**src/rtl/multiply_controller_if.sv**
```systemverilog
// -----------------------------------------------------------------------------
// multiply_controller_if
//
// Groups every non-clock, non-reset signal of the multiply controller.
//
// Signals:
//   Start        request to begin a multiplication (sampled only in IDLE)
//   Abort        cancel an in-flight multiplication (build-option dependent)
//   OperandA     4-bit multiplicand, captured at the accept edge
//   OperandB     4-bit multiplier, captured at the accept edge
//   Product      8-bit product returned by the DataUnit
//   Multiplicant latched OperandA, drives the DataUnit
//   Multiplier   latched OperandB, drives the DataUnit
//   Shift1       DataUnit control word, upper half
//   Shift0       DataUnit control word, lower half
//   Busy         controller is not idle
//   Done         one-cycle completion strobe (Product is valid then)
//   Result       last captured product, held
//   ResultValid  Result holds a completed product
//   Iteration    current add/shift iteration index, 0..3
//
// Modports:
//   master  user/DataUnit side: drives requests, operands and Product
//   slave   controller side: drives the DataUnit controls and status
// -----------------------------------------------------------------------------
interface multiply_controller_if;
    logic       Start;
    logic       Abort;
    logic [3:0] OperandA;
    logic [3:0] OperandB;
    logic [7:0] Product;
    logic [3:0] Multiplicant;
    logic [3:0] Multiplier;
    logic [2:0] Shift1;
    logic [2:0] Shift0;
    logic       Busy;
    logic       Done;
    logic [7:0] Result;
    logic       ResultValid;
    logic [1:0] Iteration;

    modport master (
        output Start, Abort, OperandA, OperandB, Product,
        input  Multiplicant, Multiplier, Shift1, Shift0,
               Busy, Done, Result, ResultValid, Iteration
    );

    modport slave (
        input  Start, Abort, OperandA, OperandB, Product,
        output Multiplicant, Multiplier, Shift1, Shift0,
               Busy, Done, Result, ResultValid, Iteration
    );
endinterface

```
**src/rtl/multiply_controller.sv**
```systemverilog
// -----------------------------------------------------------------------------
// multiply_controller
//
// Sequencer for the 4x4 shift-add multiplier DataUnit. On an accepted Start it
// latches both operands, walks the DataUnit through LOAD, four TEST steps with
// three SHIFT steps between them, FINAL and DONE, then captures the 8-bit
// Product into a held Result register.
//
// Ports:
//   clock   system clock, rising-edge active
//   reset   asynchronous, active-high; forces IDLE and all output reset values
//   bus     multiply_controller_if.slave (operands, Start/Abort, Product in;
//           DataUnit operands/control words and status out)
//
// Build option:
//   MULT_CTRL_ABORT_EN  when defined, Abort in LOAD/TEST/SHIFT/FINAL returns
//                       the FSM to IDLE without completing. When undefined the
//                       Abort input is ignored and every operation completes.
//
// Every output is a flop: control words, Busy and Done are loaded from the
// next-state value so they line up with the state they describe, with no
// combinational path from any input to any output.
// -----------------------------------------------------------------------------
module multiply_controller (
    input  logic               clock,
    input  logic               reset,
    multiply_controller_if.slave bus
);

    typedef enum logic [2:0] {
        S_IDLE  = 3'd0,
        S_LOAD  = 3'd1,
        S_TEST  = 3'd2,
        S_SHIFT = 3'd3,
        S_FINAL = 3'd4,
        S_DONE  = 3'd5
    } state_t;

    state_t     state_q, state_d;
    logic [1:0] iter_q, iter_d;
    logic       accept;
    logic       abort_hit;

    logic [3:0] mcand_q;
    logic [3:0] mplier_q;
    logic [2:0] shift1_q;
    logic [2:0] shift0_q;
    logic       busy_q;
    logic       done_q;
    logic [7:0] result_q;
    logic       result_valid_q;

    // Control word for the DataUnit in each state.
    function automatic logic [2:0] shift1_of(input state_t s);
        case (s)
            S_LOAD:  shift1_of = 3'b101;
            S_TEST:  shift1_of = 3'b010;
            S_SHIFT: shift1_of = 3'b111;
            S_FINAL: shift1_of = 3'b011;
            default: shift1_of = 3'b000;
        endcase
    endfunction

    function automatic logic [2:0] shift0_of(input state_t s);
        case (s)
            S_LOAD:  shift0_of = 3'b101;
            S_TEST:  shift0_of = 3'b010;
            default: shift0_of = 3'b000;
        endcase
    endfunction

`ifdef MULT_CTRL_ABORT_EN
    // DONE is deliberately excluded: once the product is on the bus the
    // completion wins over a late cancel.
    assign abort_hit = bus.Abort &&
                       ((state_q == S_LOAD)  || (state_q == S_TEST) ||
                        (state_q == S_SHIFT) || (state_q == S_FINAL));
`else
    logic unused_abort;
    assign unused_abort = bus.Abort;
    assign abort_hit    = 1'b0;
`endif

    // Next-state and iteration counter.
    always_comb begin
        state_d = state_q;
        iter_d  = iter_q;
        accept  = 1'b0;
        case (state_q)
            S_IDLE: begin
                if (bus.Start) begin
                    accept  = 1'b1;
                    state_d = S_LOAD;
                    iter_d  = 2'd0;
                end
            end
            S_LOAD:  state_d = S_TEST;
            // Iteration saturates at 3 by construction: the last TEST exits to
            // FINAL instead of another SHIFT, so the counter never wraps.
            S_TEST:  state_d = (iter_q == 2'd3) ? S_FINAL : S_SHIFT;
            S_SHIFT: begin
                state_d = S_TEST;
                iter_d  = iter_q + 2'd1;
            end
            S_FINAL: state_d = S_DONE;
            S_DONE:  state_d = S_IDLE;
            default: state_d = S_IDLE;
        endcase
        if (abort_hit) begin
            state_d = S_IDLE;
            iter_d  = 2'd0;
        end
    end

    always_ff @(posedge clock or posedge reset) begin
        if (reset) begin
            state_q        <= S_IDLE;
            iter_q         <= 2'd0;
            mcand_q        <= 4'd0;
            mplier_q       <= 4'd0;
            shift1_q       <= 3'b000;
            shift0_q       <= 3'b000;
            busy_q         <= 1'b0;
            done_q         <= 1'b0;
            result_q       <= 8'h00;
            result_valid_q <= 1'b0;
        end else begin
            state_q  <= state_d;
            iter_q   <= iter_d;
            shift1_q <= shift1_of(state_d);
            shift0_q <= shift0_of(state_d);
            busy_q   <= (state_d != S_IDLE);
            done_q   <= (state_d == S_DONE);

            // Operands are only touched on accept, so they persist across IDLE
            // and are immune to Start pulses while busy.
            if (accept) begin
                mcand_q        <= bus.OperandA;
                mplier_q       <= bus.OperandB;
                result_valid_q <= 1'b0;
            end

            // The edge that ends DONE is the one at which Product is valid.
            if (state_q == S_DONE) begin
                result_q       <= bus.Product;
                result_valid_q <= 1'b1;
            end
        end
    end

    assign bus.Multiplicant = mcand_q;
    assign bus.Multiplier   = mplier_q;
    assign bus.Shift1       = shift1_q;
    assign bus.Shift0       = shift0_q;
    assign bus.Busy         = busy_q;
    assign bus.Done         = done_q;
    assign bus.Result       = result_q;
    assign bus.ResultValid  = result_valid_q;
    assign bus.Iteration    = iter_q;

endmodule
```
**src/flat_wrapper.sv**
```systemverilog
// flat-port wrapper written by rule: the top's interface ports become plain ports
module multiply_controller_flat 
  (clock, reset, bus_Start, bus_Abort, bus_OperandA, bus_OperandB, bus_Product, bus_Multiplicant, bus_Multiplier, bus_Shift1, bus_Shift0, bus_Busy, bus_Done, bus_Result, bus_ResultValid, bus_Iteration);
  multiply_controller_if bus_i ();
  input  logic clock;
  input  logic reset;
  input wire logic [$bits(bus_i.Start)-1:0] bus_Start;
  input wire logic [$bits(bus_i.Abort)-1:0] bus_Abort;
  input wire logic [$bits(bus_i.OperandA)-1:0] bus_OperandA;
  input wire logic [$bits(bus_i.OperandB)-1:0] bus_OperandB;
  input wire logic [$bits(bus_i.Product)-1:0] bus_Product;
  output wire logic [$bits(bus_i.Multiplicant)-1:0] bus_Multiplicant;
  output wire logic [$bits(bus_i.Multiplier)-1:0] bus_Multiplier;
  output wire logic [$bits(bus_i.Shift1)-1:0] bus_Shift1;
  output wire logic [$bits(bus_i.Shift0)-1:0] bus_Shift0;
  output wire logic [$bits(bus_i.Busy)-1:0] bus_Busy;
  output wire logic [$bits(bus_i.Done)-1:0] bus_Done;
  output wire logic [$bits(bus_i.Result)-1:0] bus_Result;
  output wire logic [$bits(bus_i.ResultValid)-1:0] bus_ResultValid;
  output wire logic [$bits(bus_i.Iteration)-1:0] bus_Iteration;
  assign bus_i.Start = bus_Start;
  assign bus_i.Abort = bus_Abort;
  assign bus_i.OperandA = bus_OperandA;
  assign bus_i.OperandB = bus_OperandB;
  assign bus_i.Product = bus_Product;
  assign bus_Multiplicant = bus_i.Multiplicant;
  assign bus_Multiplier = bus_i.Multiplier;
  assign bus_Shift1 = bus_i.Shift1;
  assign bus_Shift0 = bus_i.Shift0;
  assign bus_Busy = bus_i.Busy;
  assign bus_Done = bus_i.Done;
  assign bus_Result = bus_i.Result;
  assign bus_ResultValid = bus_i.ResultValid;
  assign bus_Iteration = bus_i.Iteration;
  multiply_controller u_core (.clock(clock), .reset(reset), .bus(bus_i));
endmodule
```
**config.mk**
```make
export PLATFORM = sky130hd
export DESIGN_NAME = multiply_controller_flat
export DESIGN_NICKNAME = d
export VERILOG_FILES = /design/src/rtl/multiply_controller_if.sv /design/src/rtl/multiply_controller.sv /design/src/flat_wrapper.sv
export SDC_FILE = /design/constraint.sdc
export NUM_CORES = 1
export LEC_CHECK = 0
export ABC_AREA = 1
export CAP_MARGIN = 40
export CORE_ASPECT_RATIO = 1.2
export CORE_MARGIN = 1.5
export CORE_UTILIZATION = 59
export CTS_CLUSTER_DIAMETER = 60
export DETAILED_ROUTE_END_ITERATION = 8
export DONT_BUFFER_PORTS = 1
export GPL_TIMING_DRIVEN = 0
export PLACE_DENSITY = 0.75
export SYNTH_ARGS = -nofsm -noshare
export SYNTH_HDL_FRONTEND = slang
export SYNTH_SLANG_ARGS = --single-unit
```
**constraint.sdc**
```tcl
create_clock -name clock -period 1.6 [get_ports clock]
set_clock_uncertainty 0.15 [all_clocks]
set_input_delay 0 -clock clock [delete_from_list [all_inputs] [get_ports clock]]
set_output_delay 0 -clock clock [all_outputs]
set_load 0.005 [all_outputs]
```
==> results of run 1 <==
==> cell type report <==
cell class / count / share of cell area, %
Sequential cell: 29 / 50.1
Multi-Input combinational cell: 66 / 23.7
Timing Repair Buffer: 20 / 15.0
Inverter: 15 / 3.89
Clock buffer: 6 / 2.85
Buffer: 3 / 2.07
Tap cell: 19 / 1.64
Clock inverter: 2 / 0.691
==> worst min-delay path by stage <==
stage | start | slack (ns) | endpoint
global route | reset | 0.04 | u_core.bus.Iteration[1]
CTS | reset | 0.02 | u_core.bus.Iteration[1]
floorplan | reset | -0.07 | u_core.bus.Busy
detailed placement | reset | -0.27 | u_core.bus.Result[3]
finish | reset | 0.04 | u_core.bus.Iteration[1]
global placement | bus_OperandA[3] | -0.04 | u_core.bus.Multiplicant[3]
==> cell usage in the layout (no fill, tap or decap), drive strengths merged <==
master and count:
buf 4, dlygate4sd3 19, nand3 8, ha 1
dfrtp 29, nand2 42, o21ai 9, clkinv 2
nand3b 1, inv 15, or2 1, clkbuf 6
nor2 3, nand4 1
==> flip-flops by register name, indices dropped and copies added (netlist names) <==
register,cells
u_core.bus.Busy,1
u_core.bus.Done,1
u_core.bus.Iteration,2
u_core.bus.Multiplicant,4
u_core.bus.Multiplier,4
u_core.bus.Result,8
u_core.bus.ResultValid,1
u_core.bus.Shift0,2
u_core.bus.Shift1,3
u_core.state_q,3
==> worst max-delay path, stage by stage (launching register included) <==
cell and delay, ns:
dfrtp_1 0.49, nor2_2 0.21, nand3_4 0.14, buf_6 0.17, nand2_1 0.06, nand2_1 0.06
==> through the flow <==
stage | hold WS [ns] | worst slack (ns) | util, %
3_5_place_dp | -0.269 | 0.234 | 65.2
5_1_grt | 0.0431 | 0.111 | 78.3
3_3_place_gp | -0.0373 | 0.250 | 63.8
2_1_floorplan | -0.0719 | 0.351 | -
4_1_cts | 0.0222 | 0.223 | 78.3
6_report | 0.0375 | 0.223 | 78.3
==> cells by family (layout without fill, tap and decap cells) <==
| logic type | after synthesis | in the layout | synth area share [%] |
|---|---|---|---|
| AOI/OAI and AO/OA | 9 | 9 | 6.49 |
| buffers and inverters | 18 | 46 | 7.47 |
| DFF | 29 | 29 | 62.8 |
| adders and majority gates | 1 | 1 | 1.08 |
| and+or+nand+nor | 56 | 56 | 22.2 |
==> power by group <==
group / switching (W) / total [W] / leakage (nW) / internal [W]
clock network: 0.000233 / 0.000400 / 0.0320 / 0.000167
registers: 0.000274 / 0.00134 / 0.355 / 0.00107
logic: 0.000379 / 0.000673 / 0.388 / 0.000294
total: 0.000886 / 0.00241 / 0.775 / 0.00153
==> metal layers <==
layer / GRT usage, % / share of wire, % / vias up / wire length [µm]
met4: 6.06 / 0.58 / 0 / 12
met3: 11.1 / 6.2 / 3 / 129
met1: 23.4 / 38 / 360 / 794
met2: 37.6 / 55 / 30 / 1130
met5: 0 / 0 / - / 0
li1: - / - / 398 / -
==> metrics.md, run 1 <==
| Metric | Value |
|---|---|
| CTS tree | yes |
| Vias in the first global route | 792 |
| DP HPWL | 1.35 mm |
| R2R Setup Slk | 0.22 ns |
| Area of the multi-input gates | 344 µm² |
| Worst reg2reg startpoint | u_core.state_q[0] |
| Total grt overflow | 0 |
| Die area | 2240 µm² |
| Filler instances | 116 |
| Root buffer cell | clkbuf_4 |
| Pwr dens | 1670 nW/µm² |
| Yosys top cell by area | dfrtp_1 |
| LEAKAGE | 0.775 nW |
| Post-synth top cells | 42 x nand2_1, 29 x dfrtp_1, 14 x inv_1 |
| Dpl cell area | 1210 µm² |
| Final non-filler cell total | 160 |
| Main flop type after synthesis | dfrtp_1 |
| CP startpoint | u_core.state_q[0] |
| Fin nets | 161 |
| Reg2reg end | u_core.bus.Multiplicant[3] |
| Netlist area before placement | 1160 µm² |
| Crit path DAT | 1.43 ns |
| Setup_tns | 0 ns |
| Die H | 51.5 µm |
| Cts hold-fix bufs | 19 |
| Area grow syn2layout | 25.3% |
| Syn Nets | 134 |
| Slew Limit Fails | 0 |
| CTS buffer count | 5 |
| Wirelength per Cell | 12.9 µm |
| Least-Margin Pin Slew | 0.307 ns |
| Clock transition at the registers of the reported paths | 0.09 ns |
| Initial antenna violation count | 0 |
| Syn avg cell area | 10.2 µm² |
| Antenna cells | 0 |
| Async S/R FF share, synth | 100% |
| Slew HR | 79.5% |
| Initial Util | 62.5% |
| GPL Wtd Cong | 0.728 |
| Post-synthesis cell count | 113 |
| Final period utilization | 86.1% |
| Core area | 1850 µm² |
| Kind of critical path | flip-flop to flip-flop |
| # placed instances | 133 |
| Post-DRT Antenna Nets | 0 |
| Pin count of the biggest net entering global routing | 23 |
| Worst-skew pair later-pin latency | 0.32 ns |
| Pre-antenna DRT Iters | 4 |
| # clock sinks | 29 |
| Peak fanout along the critical path | 10 |
| Warnings from Yosys | 0 |
| Worst vdd ir | 1.45 mV |
| Status | finished, final reports clean |
| Drt initial violations | 14 |
| Post-synth top area share | 62.8% |
| Chip width | 43.4 µm |
| End of the critical path | u_core.bus.Multiplicant[3] |
| Routed WL | 2.07 mm |
| Max-cap viol count | 0 |
| CTS Buffer Depth | 2 |
| Synth Register Bits | 29 |
| DRC Markers | 0 |
| Reg2Reg Depth | 5 |
| FMAX | 0.726 GHz |
| Seq. cell area | 726 µm² |
| Deepest level of the CTS H-tree | 2 |
| Num rows | 17 |
| Global-route wire length before repair | 3.42 mm |
| Fin area | 1450 µm² |
| Hold Violations, Final | 0 |
| Routed vias/inst | 4.94 |
| Post-synth EDFFs | 0 |
| Ports | 47 |
| RSZ-0062 raised after global routing | no |
| CP startpoint kind | flip-flop |
| Tmin final | 1.38 ns |
| Global-route usage over all layers | 21.8% |
| Most frequent cell after synthesis | nand2_1 |
| Cell variety after synth | 16 |
| Required time worst endpoint | 1.65 ns |
| PostCTS Resize Cnt | 0 |
| Hold crit path type | primary input to async pin |
| Via count | 791 |
| Setup Fix Bufs, Post-CTS | 0 |
| CP Capture Type | flip-flop |
| PortBufs | 0 |
| Synth area leaders | dfrtp_1 63%, nand2_1 14%, o21ai_2 6.1%, inv_1 4.5%, nand3_4 3.0% |
| Register area share after synthesis | 62.8% |
| Layout cells sized above 1 | 16.3% |
| # setup viols final | 0 |
| Power Total | 0.00241 W |
(Power assumes the default switching activity.)
==> run 2, diff against run 1 <==
--- a/config.mk
+++ b/config.mk
@@ -8,13 +8,14 @@
 export ABC_AREA = 1
 export CAP_MARGIN = 40
 export CORE_ASPECT_RATIO = 1.2
-export CORE_MARGIN = 1.5
+export CORE_MARGIN = 4
 export CORE_UTILIZATION = 59
 export CTS_CLUSTER_DIAMETER = 60
 export DETAILED_ROUTE_END_ITERATION = 8
 export DONT_BUFFER_PORTS = 1
 export GPL_TIMING_DRIVEN = 0
 export PLACE_DENSITY = 0.75
+export SLEW_MARGIN = 25
 export SYNTH_ARGS = -nofsm -noshare
 export SYNTH_HDL_FRONTEND = slang
 export SYNTH_SLANG_ARGS = --single-unit
==> constraint.sdc (replaced) <==
create_clock -name clock -period 1.6 [get_ports clock]
set_clock_uncertainty 0.15 [all_clocks]
set_input_delay 0 -clock clock [delete_from_list [all_inputs] [get_ports clock]]
set_output_delay 0 -clock clock [all_outputs]
set_load 0.1 [all_outputs]
==> run 2 against run 1 <==
The flow now stops in 4_1_cts. Synthesized cell count did not move. Area after synthesis did not move.
==> metrics.md, run 2 <==
| Metric | Value |
|---|---|
| Post-synthesis cell count | 113 (unchanged) |
| # clock sinks | 29 (unchanged) |
| GPL Wtd Cong | 0.775 (was 0.728) |
| Root buffer cell | clkbuf_4 (unchanged) |
| Most frequent cell after synthesis | nand2_1 (unchanged) |
| Cts hold-fix bufs | 18 (was 19) |
| Error | [ERROR DPL-0038] Utilization greater than 100%, impossible to legalize |
| Num rows | 17 (unchanged) |
| PostCTS Resize Cnt | 1 (was 0) |
| Stopping stage | 4_1_cts |
| Initial Util | 62.5% (unchanged) |
| Yosys top cell by area | dfrtp_1 (unchanged) |
| Main flop type after synthesis | dfrtp_1 (unchanged) |
| CTS Buffer Depth | 2 (unchanged) |
| Status | stopped before the end (was finished, final reports clean) |
| Deepest level of the CTS H-tree | 2 (unchanged) |
| Post-synth top area share | 62.8% (unchanged) |
| Ports | 47 (unchanged) |
| Synth Register Bits | 29 (unchanged) |
| Die H | 56.5 µm (was 51.5 µm) |
| Cell variety after synth | 16 (unchanged) |
| PortBufs | 0 (unchanged) |
| Syn avg cell area | 10.2 µm² (unchanged) |
| CTS buffer count | 5 (unchanged) |
| Register area share after synthesis | 62.8% (unchanged) |
| Syn Nets | 134 (unchanged) |
| Post-synth EDFFs | 0 (unchanged) |
| Synth area leaders | dfrtp_1 63%, nand2_1 14%, o21ai_2 6.1%, inv_1 4.5%, nand3_4 3.0% (unchanged) |
| Chip width | 48.4 µm (was 43.4 µm) |
| Setup Fix Bufs, Post-CTS | 0 (unchanged) |
| Netlist area before placement | 1160 µm² (unchanged) |
| Post-synth top cells | 42 x nand2_1, 29 x dfrtp_1, 14 x inv_1 (unchanged) |
| Warnings from Yosys | 0 (unchanged) |
| Async S/R FF share, synth | 100% (unchanged) |
| DP HPWL | 2.04 mm (was 1.35 mm) |
[run 2: logic make-up after synthesis]
family | count (synthesis) | synth area share, %
AO/OA/AOI/OAI | 9 | 6.49
adder cells (fa/ha/maj) | 1 | 1.08
buffers and inverters | 18 | 7.47
flip-flops | 29 | 62.8
AND/OR/NAND/NOR | 56 | 22.2
[run 2: stage by stage]
stage               hold slack (ns)  setup slack (ns)  cell area, µm²  cells
floorplan                   -0.0720             0.126            1160    113
global placement            -0.0377            0.0738            1180    132
detailed placement           -0.190            0.0554            1620    159
==> run 3, diff against run 2 <==
--- a/config.mk
+++ b/config.mk
@@ -7,14 +7,12 @@
 export LEC_CHECK = 0
 export ABC_AREA = 1
 export CAP_MARGIN = 40
-export CORE_ASPECT_RATIO = 1.2
-export CORE_MARGIN = 4
-export CORE_UTILIZATION = 59
-export CTS_CLUSTER_DIAMETER = 60
+export CORE_AREA = 4 4 65 67
 export DETAILED_ROUTE_END_ITERATION = 8
+export DIE_AREA = 0 0 69 71
 export DONT_BUFFER_PORTS = 1
 export GPL_TIMING_DRIVEN = 0
-export PLACE_DENSITY = 0.75
+export PLACE_DENSITY_LB_ADDON = 0.15
 export SLEW_MARGIN = 25
 export SYNTH_ARGS = -nofsm -noshare
 export SYNTH_HDL_FRONTEND = slang
==> run 3 against run 2 <==
The run now ends clean.
==> metrics.md, run 3 (synthesized netlist as in run 1, its figures left out) <==
| Metric | Value |
|---|---|
| Status | finished, final reports clean (was stopped before the end) |
| Clock transition at the registers of the reported paths | 0.06 ns |
| Fin nets | 195 |
| Vias in the first global route | 956 |
| Antenna cells | 0 |
| Required time worst endpoint | 1.65 ns |
| Wirelength per Cell | 12.1 µm |
| Slew Limit Fails | 0 |
| Most frequent cells in the layout | 42 x nand2_1, 27 x dfrtp_1, 18 x dlygate4sd3_1, 18 x buf_16, 17 x buf_1 |
| Worst-path cell chain | ha_1 -> nor2_1 -> nand2_1 -> nand4_1 |
| DRC Markers | 0 |
| Die H | 71 µm (was 56.5 µm) |
| Initial antenna violation count | 0 |
| Ports | 47 (unchanged) |
| CP startpoint kind | flip-flop |
| Final non-filler cell total | 223 |
| # placed instances | 195 (was 159) |
| Routed vias/inst | 4.09 |
| Layout cells sized above 1 | 24.0% |
| Drt initial violations | 101 |
| Filler instances | 318 |
| Die area | 4900 µm² |
| Global-route usage over all layers | 12.7% |
| # setup viols final | 0 |
| Deepest level of the CTS H-tree | 2 (unchanged) |
| Initial Util | 31.8% (was 62.5%) |
| Hold WS | 0.107 ns |
| Pre-antenna DRT Iters | 4 |
| Tmin final | 1.45 ns |
| Root buffer cell | clkbuf_8 (was clkbuf_4) |
| Chip width | 69 µm (was 48.4 µm) |
| Num rows | 22 (was 17) |
| Crit path DAT | 1.50 ns |
| Kind of critical path | flip-flop to flip-flop |
| Hold crit path type | primary input to async pin |
| Hold Violations, Final | 0 |
| Setup_tns | 0 ns |
| CTS Buffer Depth | 2 (unchanged) |
| Post-DRT Antenna Nets | 0 |
| Core area | 3630 µm² |
| Worst-skew pair later-pin latency | 0.27 ns |
| Peak fanout along the critical path | 5 |
| CTS buffer count | 5 (unchanged) |
| Pin count of the biggest net entering global routing | 30 |
| Least-Margin Pin Slew | 0.871 ns |
| Global-route wire length before repair | 4.80 mm |
| FMAX | 0.688 GHz |
| Critical-path top delay cell | dfrtp_4 |
| Total grt overflow | 0 |
| DP HPWL | 1.87 mm (was 2.04 mm) |
| RSZ-0062 raised after global routing | no |
| PnR worst setup slack | 0.147 ns |
| Area grow syn2layout | 77.9% |
| Slowest stage delay, CP | 0.63 ns |
| Max-cap viol count | 0 |
| Slew HR | 42.0% |
| CTS tree | yes |
| GPL Wtd Cong | 0.691 (was 0.775) |
| Setup WS pre-CTS | 0.0523 ns (was 0.0554 ns) |
| Commonest non-fill, non-tap cell in the layout | nand2_1 |
| PortBufs | 0 (unchanged) |
| CP Capture Type | flip-flop |
| # clock sinks | 29 (unchanged) |
| Final period utilization | 90.8% |
| Routed WL | 2.70 mm |
| Max reg flops | 8 |
| Via count | 913 |
## run 3: stage by stage
stage	cell area (µm²)	utilization, %
detailed placement	1750	48.2
global route	2060	56.6
finish	2060	56.6
floorplan	1160	-
CTS	2020	55.6
global placement	1220	33.5
## run 3: final cells by class
cell class                 instances  area (µm²)  share of cell area [%]
buffer                             3        30.0                    1.46
clock buffer                       8        90.1                    4.38
inverter                          15        56.3                    2.74
multi-input combinational         66         344                    16.7
sequential                        29         733                    35.6
tap                               48        60.1                    2.92
timing repair buffer              54         743                    36.1
## run 3: routing by layer
layer	vias up	part of all wire, %	GRT usage, %	routed length, µm
li1	469	-	-	-
met3	4	5.3	5.26	142
met2	26	53	20.2	1420
met1	414	40	14.8	1090
met4	0	1.9	6.07	52
met5	-	0	0	0
## run 3: final timing paths
check | start | end | slack [ns] | cells past startpoint
min in group clock | bus_OperandA[3] | u_core.bus.Multiplicant[3] | 0.22 | 3
max in group asynchronous | reset | u_core.bus.Iteration[0] | 0.74 | 2
worst max-delay path | u_core.bus.Iteration[0] | u_core.bus.Busy | 0.15 | 4
worst min-delay path | reset | u_core.bus.Shift0[0] | 0.11 | 2
worst max register to register | u_core.bus.Iteration[0] | u_core.bus.Busy | 0.15 | 4
worst min register to register | u_core.state_q[1] | u_core.bus.Shift1[1] | 0.47 | 2
## run 3: critical path: cells and delay by family, from the launching register on
family                   cells  cell delay [ns]
AND/OR/NAND/NOR              3             0.33
adder cells (fa/ha/maj)      1             0.27
flip-flops                   1             0.63
## run 3: what timing repair did
action	CTS	global route
endpoints found under the hold margin	53	0
endpoints found under the setup margin	0	3
setup buffers	0	0
gates resized for setup	0	2
hold buffers	18	0
Power of run 3 is not shown: default switching activity piles up to over one toggle a cycle in this logic, so the estimate is an artifact.
==> run 4, diff against run 3 <==
--- a/config.mk
+++ b/config.mk
@@ -7,6 +7,8 @@
 export LEC_CHECK = 0
 export ABC_AREA = 1
 export CAP_MARGIN = 40
+export CELL_PAD_IN_SITES_DETAIL_PLACEMENT = 1
+export CELL_PAD_IN_SITES_GLOBAL_PLACEMENT = 2
 export CORE_AREA = 4 4 65 67
 export DETAILED_ROUTE_END_ITERATION = 8
 export DIE_AREA = 0 0 69 71
==> run 4 against run 3 <==
Critical path type is now flip-flop to primary output. Routed wire length is 7.8% higher. Maximum frequency down 2.6%. Global-route usage up 0.84 points. Largest cell class is now registers. Via count is 1.1% higher. Design area fell by 3.3%. Critical endpoint is now bus_Shift0[2]. Clock-buffer cell count is the same. Core utilization fell by 1.9 points. Cell count shrank 1.3%. Hold slack hardly changed. Non-clock buffer count fell by 3. Critical path depth is 3 lower.
==> metrics.md, run 4 (synthesized netlist as in run 1, its figures left out) <==
| Metric | Value |
|---|---|
| Reg2reg end | u_core.bus.Busy (unchanged) |
| Initial Util | 31.8% (unchanged) |
| Critical-path top delay cell | dfrtp_2 (was dfrtp_4) |
| Slowest stage delay, CP | 0.68 ns (was 0.63 ns) |
| Worst Path Buf+Inv | 1 (was 0) |
| Setup_tns | 0 ns (unchanged) |
| GPL Wtd Cong | 0.646 (was 0.691) |
| Wirelength per Cell | 13.2 µm (was 12.1 µm) |
| Vias in the first global route | 1098 (was 956) |
| Routed vias/inst | 4.20 (was 4.09) |
| Hold crit path type | primary input to async pin (unchanged) |
| PortBufs | 0 (unchanged) |
| Layer with the highest usage | met2 (unchanged) |
| Global Route met2 Usage | 23.6% (was 20.2%) |
| Slew HR | 40.7% (was 42.0%) |
| CP Capture Type | primary output (was flip-flop) |
| Global-route usage over all layers | 13.5% (was 12.7%) |
| Core area | 3630 µm² (unchanged) |
| Max-cap viol count | 0 (unchanged) |
| Via count | 923 (was 913) |
| Layout cells sized above 1 | 23.3% (was 24.0%) |
| Pin count of the biggest net entering global routing | 30 (unchanged) |
| Met1 global-route usage | 14.4% (was 14.8%) |
| Fin nets | 192 (was 195) |
| Total grt overflow | 0 (unchanged) |
| CTS Buffer Depth | 2 (unchanged) |
| Initial antenna violation count | 0 (unchanged) |
| Deepest level of the CTS H-tree | 2 (unchanged) |
| Tmin final | 1.49 ns (was 1.45 ns) |
| Least-Margin Pin Slew | 0.889 ns (was 0.871 ns) |
| Kind of critical path | flip-flop to primary output (was flip-flop to flip-flop) |
| Max reg flops | 8 (unchanged) |
| Final period utilization | 93.2% (was 90.8%) |
| Worst reg2reg startpoint | u_core.bus.Iteration[0] (unchanged) |
| DRC Markers | 0 (unchanged) |
| Peak fanout along the critical path | 2 (was 5) |
| Crit path DAT | 1.34 ns (was 1.50 ns) |
| Die area | 4900 µm² (unchanged) |
| Delay-heaviest family, CP | flip-flops (unchanged) |
| # clock sinks | 29 (unchanged) |
| Crit path depth | 1 (was 4) |
| Global-route wire length before repair | 5.18 mm (was 4.80 mm) |
| Reg2Reg Depth | 4 (unchanged) |
| FMAX | 0.670 GHz (was 0.688 GHz) |
| R2R Setup Slk | 0.13 ns (was 0.15 ns) |
| CP startpoint kind | flip-flop (unchanged) |
| Clock transition at the registers of the reported paths | 0.06 ns (about the same) |
| Area grow syn2layout | 72.1% (was 77.9%) |
| RSZ-0062 raised after global routing | no (unchanged) |
| Root buffer cell | clkbuf_8 (unchanged) |
| DP HPWL | 2.10 mm (was 1.87 mm) |
| Required time worst endpoint | 1.45 ns (was 1.65 ns) |
| Worst-skew pair later-pin latency | 0.27 ns (about the same) |
| Chip width | 69 µm (unchanged) |
| Routed WL | 2.91 mm (was 2.70 mm) |
| Post-DRT Antenna Nets | 0 (unchanged) |
| Num rows | 22 (unchanged) |
| # setup viols final | 0 (unchanged) |
| Setup Fix Bufs, Post-CTS | 0 (unchanged) |
| Slew Limit Fails | 0 (unchanged) |
| GRT met3 Usage | 6.39% (was 5.26%) |
| Antenna cells | 0 (unchanged) |
| Worst-path cell chain | buf_4 (was ha_1 -> nor2_1 -> nand2_1 -> nand4_1) |
| Die H | 71 µm (unchanged) |
| Drt initial violations | 24 (was 101) |
| CTS tree | yes (unchanged) |
| Most frequent cells in the layout | 42 x nand2_1, 26 x dfrtp_1, 18 x dlygate4sd3_1 (was 42 x nand2_1, 27 x dfrtp_1, 18 x dlygate4sd3_1, 18 x buf_16, 17 x buf_1) |
| Status | finished, final reports clean (unchanged) |
| Pre-antenna DRT Iters | 4 (unchanged) |
| Commonest non-fill, non-tap cell in the layout | nand2_1 (unchanged) |
| CTS buffer count | 5 (unchanged) |
| Hold Violations, Final | 0 (unchanged) |
| Ports | 47 (unchanged) |
## run 4: cell type report
type,count,area (µm²)
Tap cell,48,60.1
Fill cell,396,1640
Multi-Input combinational cell,66,344
Sequential cell,29,734
Inverter,15,56.3
Timing Repair Buffer,51,684
Buffer,3,30.0
Clock buffer,8,80.1
## run 4: metrics by stage
stage	cell area, µm²	std cells	hold WS [ns]	utilization, %	setup slack (ns)
3_5_place_dp	1720	193	-0.147	47.3	0.0336
2_1_floorplan	1160	113	-0.0720	-	0.126
5_1_grt	1990	220	0.163	54.8	0.0215
3_3_place_gp	1220	161	-0.0372	33.5	0.0465
6_report	1990	220	0.107	54.8	0.108
4_1_cts	1980	219	0.138	54.5	0.0276
## run 4: how the worst max path moves through the flow
stage	startpoint	endpoint	slack [ns]
3_5_place_dp	u_core.bus.Iteration[1]	u_core.bus.Busy	0.03
2_1_floorplan	u_core.bus.Shift0[0]	bus_Shift0[2]	0.13
6_report	u_core.bus.Shift0[0]	bus_Shift0[2]	0.11
3_3_place_gp	u_core.bus.Iteration[0]	u_core.bus.Busy	0.05
5_1_grt	u_core.bus.Iteration[0]	u_core.state_q[0]	0.02
4_1_cts	u_core.bus.Iteration[1]	u_core.bus.Busy	0.03
## run 4: timing repair
action | in CTS | in global routing
endpoints found under the hold margin | 53 | 0
endpoints found under the setup margin | 1 | 5
resized for setup | 1 | 2
hold buffers | 18 | 0
## run 4: layer usage
layer	up-vias	share of wire, %
met4	0	1.2
met2	31	54
li1	461	-
met1	426	37
met5	-	0
met3	5	7.8
Power of run 4 is left out for the same reason.
